`src/rtl/sam_phase_search_pkg.sv`:
```
// Shared constants and state encoding for the sample-phase acquisition path.
package sam_phase_search_pkg;
  localparam int SPS      = 4;
  localparam int LOG2_SPS = 2;
  localparam int SAMPLE_W = 18;
  localparam int MAG_W    = SAMPLE_W - 1;

  typedef enum logic [2:0] {IDLE, ALIGN, ACCUM, CMP, UPD} state_t;
endpackage

```
`src/rtl/sam_abs_sat.sv`:
```
// Signed 1s17 sample to 17-bit unsigned magnitude; the most negative code saturates.
module sam_abs_sat
  import sam_phase_search_pkg::*;
(
  input  logic signed [SAMPLE_W-1:0] sample,
  output logic        [MAG_W-1:0]    mag
);
  logic [SAMPLE_W-1:0] neg;

  always_comb begin
    neg = -sample;
    if (sample == {1'b1, {MAG_W{1'b0}}}) begin
      mag = {MAG_W{1'b1}};
    end else if (sample[SAMPLE_W-1]) begin
      mag = neg[MAG_W-1:0];
    end else begin
      mag = sample[MAG_W-1:0];
    end
  end
endmodule

```
`src/rtl/sam_phase_search.sv`:
```
// Sample-phase search: accumulates |in| per phase over a symbol window and
// picks the delay-line tap that moves the strongest phase onto the strobe.
module sam_phase_search
  import sam_phase_search_pkg::*;
#(
  parameter int LOG2_SYMS = 8,
  parameter int ACC_W     = 17 + LOG2_SYMS
) (
  input  logic                clk,
  input  logic                reset_n,
  input  logic                sam_clk_en,
  input  logic                sym_clk_en,
  input  logic                start,
  input  logic [SAMPLE_W-1:0] in,
  output logic [1:0]          delay,
  output logic                busy,
  output logic                done
);
  localparam int CNT_W = LOG2_SYMS + 1;
  localparam logic [CNT_W-1:0] LAST_SYM = CNT_W'(1 << LOG2_SYMS);

  state_t              state;
  logic [LOG2_SPS-1:0] phase;
  logic [LOG2_SPS-1:0] cur_phase;
  logic [LOG2_SPS-1:0] cmp_idx;
  logic [LOG2_SPS-1:0] best_idx;
  logic [LOG2_SPS-1:0] final_idx;
  logic [CNT_W-1:0]    sym_cnt;
  logic [ACC_W-1:0]    acc [SPS];
  logic [ACC_W-1:0]    best;
  logic [MAG_W-1:0]    mag;
  logic                acc_clr;
  logic                acc_add;
  logic                last_sample;

  sam_abs_sat u_abs (
    .sample (in),
    .mag    (mag)
  );

  // Phase of the sample currently on the input; `phase` holds the previous one.
  assign cur_phase   = sym_clk_en ? '0 : phase + 1'b1;
  assign acc_clr     = (state == IDLE) && start;
  assign acc_add     = sam_clk_en && (((state == ALIGN) && sym_clk_en) || (state == ACCUM));
  assign last_sample = acc_add && (state == ACCUM) && (cur_phase == 2'd3) && (sym_cnt == LAST_SYM);
  assign final_idx   = (acc[cmp_idx] > best) ? cmp_idx : best_idx;

  always_ff @(posedge clk or negedge reset_n) begin
    if (!reset_n) begin
      phase <= '0;
    end else if (sam_clk_en) begin
      phase <= cur_phase;
    end
  end

  always_ff @(posedge clk or negedge reset_n) begin
    if (!reset_n) begin
      for (int i = 0; i < SPS; i++) acc[i] <= '0;
    end else if (acc_clr) begin
      for (int i = 0; i < SPS; i++) acc[i] <= '0;
    end else if (acc_add) begin
      acc[cur_phase] <= acc[cur_phase] + ACC_W'(mag);
    end
  end

  always_ff @(posedge clk or negedge reset_n) begin
    if (!reset_n) begin
      state    <= IDLE;
      delay    <= '0;
      busy     <= 1'b0;
      done     <= 1'b0;
      sym_cnt  <= '0;
      cmp_idx  <= '0;
      best     <= '0;
      best_idx <= '0;
    end else begin
      done <= 1'b0;
      case (state)
        IDLE: begin
          if (start) begin
            state   <= ALIGN;
            busy    <= 1'b1;
            sym_cnt <= '0;
          end
        end
        ALIGN: begin
          if (sam_clk_en && sym_clk_en) begin
            state   <= ACCUM;
            sym_cnt <= sym_cnt + 1'b1;
          end
        end
        ACCUM: begin
          if (sam_clk_en && sym_clk_en) sym_cnt <= sym_cnt + 1'b1;
          if (last_sample) begin
            state   <= CMP;
            cmp_idx <= '0;
          end
        end
        CMP: begin
          cmp_idx <= cmp_idx + 1'b1;
          if ((cmp_idx == 2'd0) || (acc[cmp_idx] > best)) begin
            best     <= acc[cmp_idx];
            best_idx <= cmp_idx;
          end
          // Final compare folds straight into the tap so done and delay land together.
          if (cmp_idx == 2'd3) begin
            state <= UPD;
            delay <= 2'd0 - final_idx;
            done  <= 1'b1;
          end
        end
        UPD: begin
          busy  <= 1'b0;
          state <= IDLE;
        end
        default: state <= IDLE;
      endcase
    end
  end
endmodule

```
`config.mk`:
```
export PLATFORM = sky130hd
export DESIGN_NAME = sam_phase_search
export DESIGN_NICKNAME = d
export VERILOG_FILES = /design/src/rtl/sam_phase_search_pkg.sv /design/src/rtl/sam_abs_sat.sv /design/src/rtl/sam_phase_search.sv
export SDC_FILE = /design/constraint.sdc
export NUM_CORES = 1
export LEC_CHECK = 0
export ABC_CLOCK_PERIOD_IN_PS = 4830
export BUFFER_PORTS_ARGS = -buffer_cell sky130_fd_sc_hd__buf_2
export CORE_MARGIN = 5
export CORE_UTILIZATION = 55
export CTS_CLUSTER_DIAMETER = 30
export DETAILED_ROUTE_END_ITERATION = 12
export PLACE_DENSITY = 0.72
export SLEW_MARGIN = 5
export SYNTH_ARGS = -nofsm -noshare
export SYNTH_HDL_FRONTEND = slang
export SYNTH_HIERARCHICAL = 1
export SYNTH_SLANG_ARGS = --single-unit
```
`constraint.sdc`:
```
create_clock -name clk -period 4.83 [get_ports clk]
set_clock_uncertainty 0.15 [all_clocks]
set_input_delay 0.483 -clock clk [delete_from_list [all_inputs] [get_ports clk]]
set_output_delay 0.483 -clock clk [all_outputs]
set_load 0.01 [all_outputs]
```
# --- Word-level counts from Yosys, hierarchy flattened ---
# Index checks and enable logic that the tools add are counted.
totals:
  register_bits: 147
  elab_cells: 90
  out_inout_bits: 4
classes:
  eq_ne: 13
  mux: 29
  bitwise: 2
  reduce_logical: 23
  addsub: 6
  order_cmp: 4
ops:
  columns: ["cell", "n"]
  rows:
  - ["$mux W100", 2]
  - ["$mux W25", 5]
  - ["$bmux W25 S2", 2]
  - ["$bwmux W100", 1]
  - ["$demux W25 S2", 1]
  - ["$mux W17", 2]
  - ["$add A25 B17 Y25", 1]
  - ["$gt A25 B25 Y1", 1]
  - ["$eq A18 B18 Y1 const B", 1]
  - ["$mux W9", 2]
  - ["$pmux W9 S2", 1]
  - ["$neg A17 Y17", 1]
  - ["$mux W3", 4]
  - ["$pmux W3 S4", 1]
  - ["$add A9 B1 Y9 const B", 1]
  - ["$eq A9 B9 Y1 const B", 1]
  - ["$logic_and A1 B1 Y1", 8]
  - ["$reduce_and A2 Y1", 4]
  - ["$reduce_bool A2 Y1", 4]
  - ["$eq A3 B2 Y1 const B", 2]
  - ["$ge A3 B3 Y1 const B", 2]
  - ["$mux W2", 3]
  - ["$ne A2 B2 Y1 const B", 3]
  - ["$not A2 Y3", 2]
  - ["other kinds (16)", 22]

# --- Longest topological paths before layout ---
depth:
  word_depth: 10
  ltp_mapped: 16
  depth_no_buf: 15

# --- By module ---
# Netlist, hierarchy kept.
by_module_without_submodules:
  columns: ["mod", "cells_each", "area_per_inst_um2", "n_inst"]
  rows:
  - ["sam_phase_search", 908, 8813.5, 1]
  - ["sam_abs_sat", 65, 412.9, 1]

# --- Worst setup path before layout ---
# Ideal clock, no wire load.
synth_path:
  kind: "input port to flip-flop"
  start: "input port in[7]"
  end: "register acc[21] in the netlist's numbering"
  required_ns: 4.550
  setup_slack_ns: 0.785
  arrival_time_ns: 3.765
  n_path_buf: 1
  path_stages: 14
  cell_sequence: "or4_4 -> or3_4 -> nor3_1 -> nand2_1 -> clkbuf_1 -> nand2_1 -> ha_1 -> a211oi_1 -> nor2_1 -> or4_1 -> o211ai_1 -> nand2b_1 -> xor2_1 -> o21ai_1"
synth_between:
  elab_chain_len: 7
  elab_cells_between_ends: 8
  cone_classes: "2 x add/sub; 1 x eq/ne; 5 x mux"
synth_lines:
  columns: ["item", "line_no", "text"]
  rows:
  - ["start: declaration", "sam_phase_search.sv:14", "input logic [SAMPLE_W-1:0] in,"]
  - ["$neg A17 Y17", "sam_abs_sat.sv:11", "neg = -sample;"]
  - ["$mux W17", "sam_abs_sat.sv:14", "end else if (sample[SAMPLE_W-1]) begin"]
  - ["$mux W17 (*)", "sam_abs_sat.sv:12", "if (sample == {1'b1, {MAG_W{1'b0}}}) begin"]
  - ["named net mag[12]", "sam_phase_search.sv:31", "logic [MAG_W-1:0] mag;"]
  - ["$add A25 B17 Y25 (*)", "sam_phase_search.sv:62", "acc[cur_phase] <= acc[cur_phase] + ACC_W'(mag);"]
  - ["$bwmux W100 (*)", "sam_phase_search.sv:62", null]
  - ["$mux W100 (*)", "sam_phase_search.sv:61", "end else if (acc_add) begin"]
  - ["$mux W100 (*)", "sam_phase_search.sv:59", "end else if (acc_clr) begin"]
  - ["end signal: indexed assignment", "sam_phase_search.sv:62", null]
  - ["end: declaration", "sam_phase_search.sv:29", "logic [ACC_W-1:0] acc [SPS];"]
# The timed path passes the listed nets; every way through them passes the cells marked *. The select of a mux whose other input is x is not followed.
# A chain may end at the register's enable or synchronous reset.

# --- Worst setup path after layout ---
layout_path:
  start: "register phase[0]"
  end: "register acc[47] in the netlist's numbering"
layout_between:
  elab_chain_len: 10
  elab_cells_between_ends: 15
  cone_classes: "2 x add/sub; 2 x order compare; 9 x mux; 1 x bitwise; 1 x reduce/logical"
layout_lines:
  columns: ["item", "line_no", "text"]
  rows:
  - ["start: declaration", "sam_phase_search.sv:23", "logic [LOG2_SPS-1:0] phase;"]
  - ["start signal: assignment", "sam_phase_search.sv:52", "phase <= cur_phase;"]
  - ["$add A2 B1 Y2 (*)", "sam_phase_search.sv:42", "assign cur_phase = sym_clk_en ? '0 : phase + 1'b1;"]
  - ["$mux W2 (*)", "sam_phase_search.sv:42", null]
  - ["$not A2 Y3 (not written as such) (*)", "sam_phase_search.sv:62", null]
  - ["$bmux W25 S2 (tied with other cells)", "sam_phase_search.sv:62", null]
  - ["$mux W25 (not written as such) / $logic_and A1 B1 Y1 (equally long branches)", "sam_phase_search.sv:62", null]
  - ["$mux W25 (not written as such)", "sam_phase_search.sv:62", null]
  - ["$add A25 B17 Y25 / $demux W25 S2 (equally long branches)", "sam_phase_search.sv:62", null]
  - ["$bwmux W100 (*)", "sam_phase_search.sv:62", null]
  - ["$mux W100 (*)", "sam_phase_search.sv:61", null]
  - ["$mux W100 (*)", "sam_phase_search.sv:59", null]
# Every way passes the cells marked *; elsewhere a longest branch is shown, timed or not. The select of a mux whose other input is x is not followed.

==> results by group <==
Clock tree
  – CTS H-tree depth: 4
  – Sink Count: 147
  – Resized cells post-CTS: 0
  – Root Buffer: clkbuf_16
  – Cts hold-fix bufs: 1
  – TritonCTS clock tree: yes
  – Clock Path Buffers: 2
  – Post-CTS Setup Repair Bufs: 0
  – Clock transition at path regs: 0.07 ns
  – Clock Latency Late Sink: 0.43 ns
  – Num CTS Buffers: 17

Routing
  – Drt drc: 0
  – Routed via count: 7607
  – DRT antenna net count: 0
  – Final WL: 23990 um
  – TritonRoute pass-1 iters: 6
  – Vias/cell: 6.225
  – Wire length per cell: 19.63 um
  – 1st-iter DRT viols: 751

Floorplanning
  – Die ar.: 19470 um2
  – Core Box Area: 16520 um2
  – Die Ht: 139.5 um
  – Top Ports: 27
  – Core Rows: 47
  – Die width: 139.5 um
  – Initial core utilization: 55.83%

Logic synthesis
  – Adder-cell share of the synthesized area: 6.726%
  – Yosys top cell area share: 39.87%
  – Commonest cells in the netlist: dfrtp_1 (147), nand2_1 (147), o21ai_0 (67)
  – Post-Syn Area per Cell: 9.482 um2
  – Post-synthesis sequential area ratio: 39.87%
  – Synth Register Bits: 147
  – Post-synthesis compound-gate area fraction: 16.16%
  – Mux cell area share after synthesis: 12.56%
  – EDFF count, synth: 0
  – Post-synthesis xor/xnor area fraction: 3.987%
  – Mapped cell area: 9226 um2
  – Synth async-reset ratio: 100.0%
  – Post-Syn Instances: 973
  – Yosys warns: 6
  – Synth area leader: dfrtp_1
  – Top cells by area, synth: dfrtp_1 (40%), mux4_2 (7.1%), ha_1 (6.5%)
  – Main flop type after synthesis: dfrtp_1
  – Simple-gate share of the synthesized area: 16.78%
  – Library cells used by synthesis: 64
  – Post-Syn Nets: 1045
  – Largest family of logic cells by synthesized area: simple AND/OR/NAND/NOR gates

Timing
  – RSZ-0062 raised after global routing: false
  – Final Max Slew Viols: 0
  – Setup TNS: 0 ns
  – Max Freq: 0.2352 GHz
  – # setup viols final: 0
  – Hold Violations, Final: 0
  – Slew headroom: 26.81%
  – Final worst path period need: 4.251 ns
  – Slew @ Worst Pin: 1.094 ns
  – Final period util: 88.02%

Pwr
  – Internal power: 3.482 mW
  – Switching share of power: 40.77%
  – Gate power share: 45.8%
  – Clock power frac: 22.3%
  – Static leakage: 4.716 nW
  – Sequential Power Share: 32.0%
  – Power density over the cells: 573.6 nW/um2
  – NetSw: 2.396 mW
  – Maximum vdd ir drop: 312.6 uV

Placement
  – Gpl congestion: 0.8937
  – Final HPWL DP: 16540 um
  – Port Buf Inserts: 26

Cells and area
  – Nets: 1061
  – Share of layout cells above drive strength 1: 15.17%
  – Number of diodes: 0
  – Layout fillers: 1384
  – Multi-input gate area: 5189 um2
  – Final core occ: 62.01%
  – Register area: 3680 um2
  – Area Overhead vs Synth: 11.07%

GRT
  – GRT Overall Usage: 25.43%
  – Largest net degree at the start of global routing: 67
  – Global-route wire length before repair: 39370 um
  – Initial antenna violation count: 0
  – Vias in the first global route: 7421
  – GRT overflow: 0

Setup path
  – Required @ worst endpoint: 4.96 ns
  – Most frequent CP cell: o21ai_0
  – Critical Path Max Stage Delay: 0.58 ns
  – CP Launch Type: register
  – CP max stage cell: dfrtp_1
  – Worst path top cell family by delay: compound AO/OA/AOI/OAI gates
  – Crit path max fanout: 15
  – Worst R2R Start: phase[0]
  – Critical Path Sink Type: register
  – CP startpoint: phase[0]
  – Critical path arrival: 4.39 ns
  – Critical path, cell by cell: a21o_1 -> nand2_1 -> o21ai_0 -> ha_1 -> fa_1 -> a211oi_1 -> o21ai_0 -> o2111a_1 -> o21ai_0 -> a21oi_1 -> xnor2_1 -> o21ai_0
  – Critical path buffer and inverter count: 0
  – Crit Path Class: register to register

Job
  – # Max-Cap Violations: 0

Run status
  – Outcome: complete, no violations

Worst hold path
  – Hold_sp: start
  – Hold WC Path Type: primary input to register
[cells by family after synthesis]
family | count (synthesis)
AOI/OAI and AO/OA | 235
xor gates and xnor gates | 42
adders and majority gates | 49
buffers and inverters | 94
DFF | 147
muxes | 76
and+or+nand+nor | 330
[cell type report]
cell class | count | share of cell area [%]
clock inverters | 14 | 1.526
repair buffers | 52 | 3.626
flip-flops and latches | 147 | 35.91
well taps | 220 | 2.686
multi-input cells | 732 | 50.64
clock buffers | 18 | 4.188
inverters | 39 | 1.429
[registers in the layout, indices dropped and copies added (netlist names)]
name / flops
cmp_idx: 2
delay: 2
acc: 100
state: 3
phase: 2
done: 1
sym_cnt: 9
best_idx: 2
busy: 1
best: 25
[worst min-delay path, cell delays in order]
cell	delay, ns
buf_2	0.11
a21oi_1	0.06
a21oi_1	0.11
[power groups by stage]
| stage | clock network (mW) | registers, mW | logic [mW] |
|---|---|---|---|
| after floorplan | 0 | 1.73 | 2.04 |
| after global routing | 1.38 | 1.93 | 2.98 |
| after global placement | 0 | 1.88 | 2.61 |
| after CTS | 1.33 | 1.88 | 2.68 |
| final | 1.31 | 1.88 | 2.69 |
| after detailed placement | 0 | 1.90 | 2.65 |
[layer usage]
layer	global-route usage (%)	vias up	routed length, um
met5	0	-	0
met1	35.09	3693	10430
met2	39.59	316	10990
met4	8.136	0	471
met3	6.552	44	2102
li1	-	3554	-
[stage by stage]
stage / cell area, um2 / hold slack [ns] / cells / setup WS [ns] / total power [mW]
final: 10250 / 0.2249 / 1222 / 0.5788 / 5.878
after global routing: 10250 / 0.2749 / 1222 / 0.3368 / 6.299
after CTS: 10250 / 0.2211 / 1222 / 0.6130 / 5.877
after detailed placement: 9652 / 0.3426 / 1189 / 0.2472 / 4.550
after global placement: 9652 / 0.3294 / 1189 / 0.2272 / 4.492
after floorplan: 9226 / 0.03741 / 973 / 0.7849 / 3.777
[path summary, 6_finish.rpt]
kind,end,slack [ns],cells after the start
setup / recovery,acc[47],0.58,12
hold / removal,busy,0.22,3
setup reg to reg,acc[47],0.58,12
hold reg to reg,acc[21],0.35,2
max in group asynchronous,acc[96],3.09,3
min in group asynchronous,best[3],0.46,2
[cell usage in the layout, fill, tap and decap left out, types with 22 or more instances in the layout]
master   Yosys  layout
dfrtp_1    147     146
inv_1       39      39
mux2_2      28      28
a21oi_1     53      53
xor2_1      24      24
mux4_2      29      29
nand3_1     62      62
buf_2        7      25
ha_1        48      48
nor2_1      48      47
nand2_1    147     147
o21ai_0     67      67
buf_4        0      22
No activity file was read; power rests on OpenSTA's default activity.
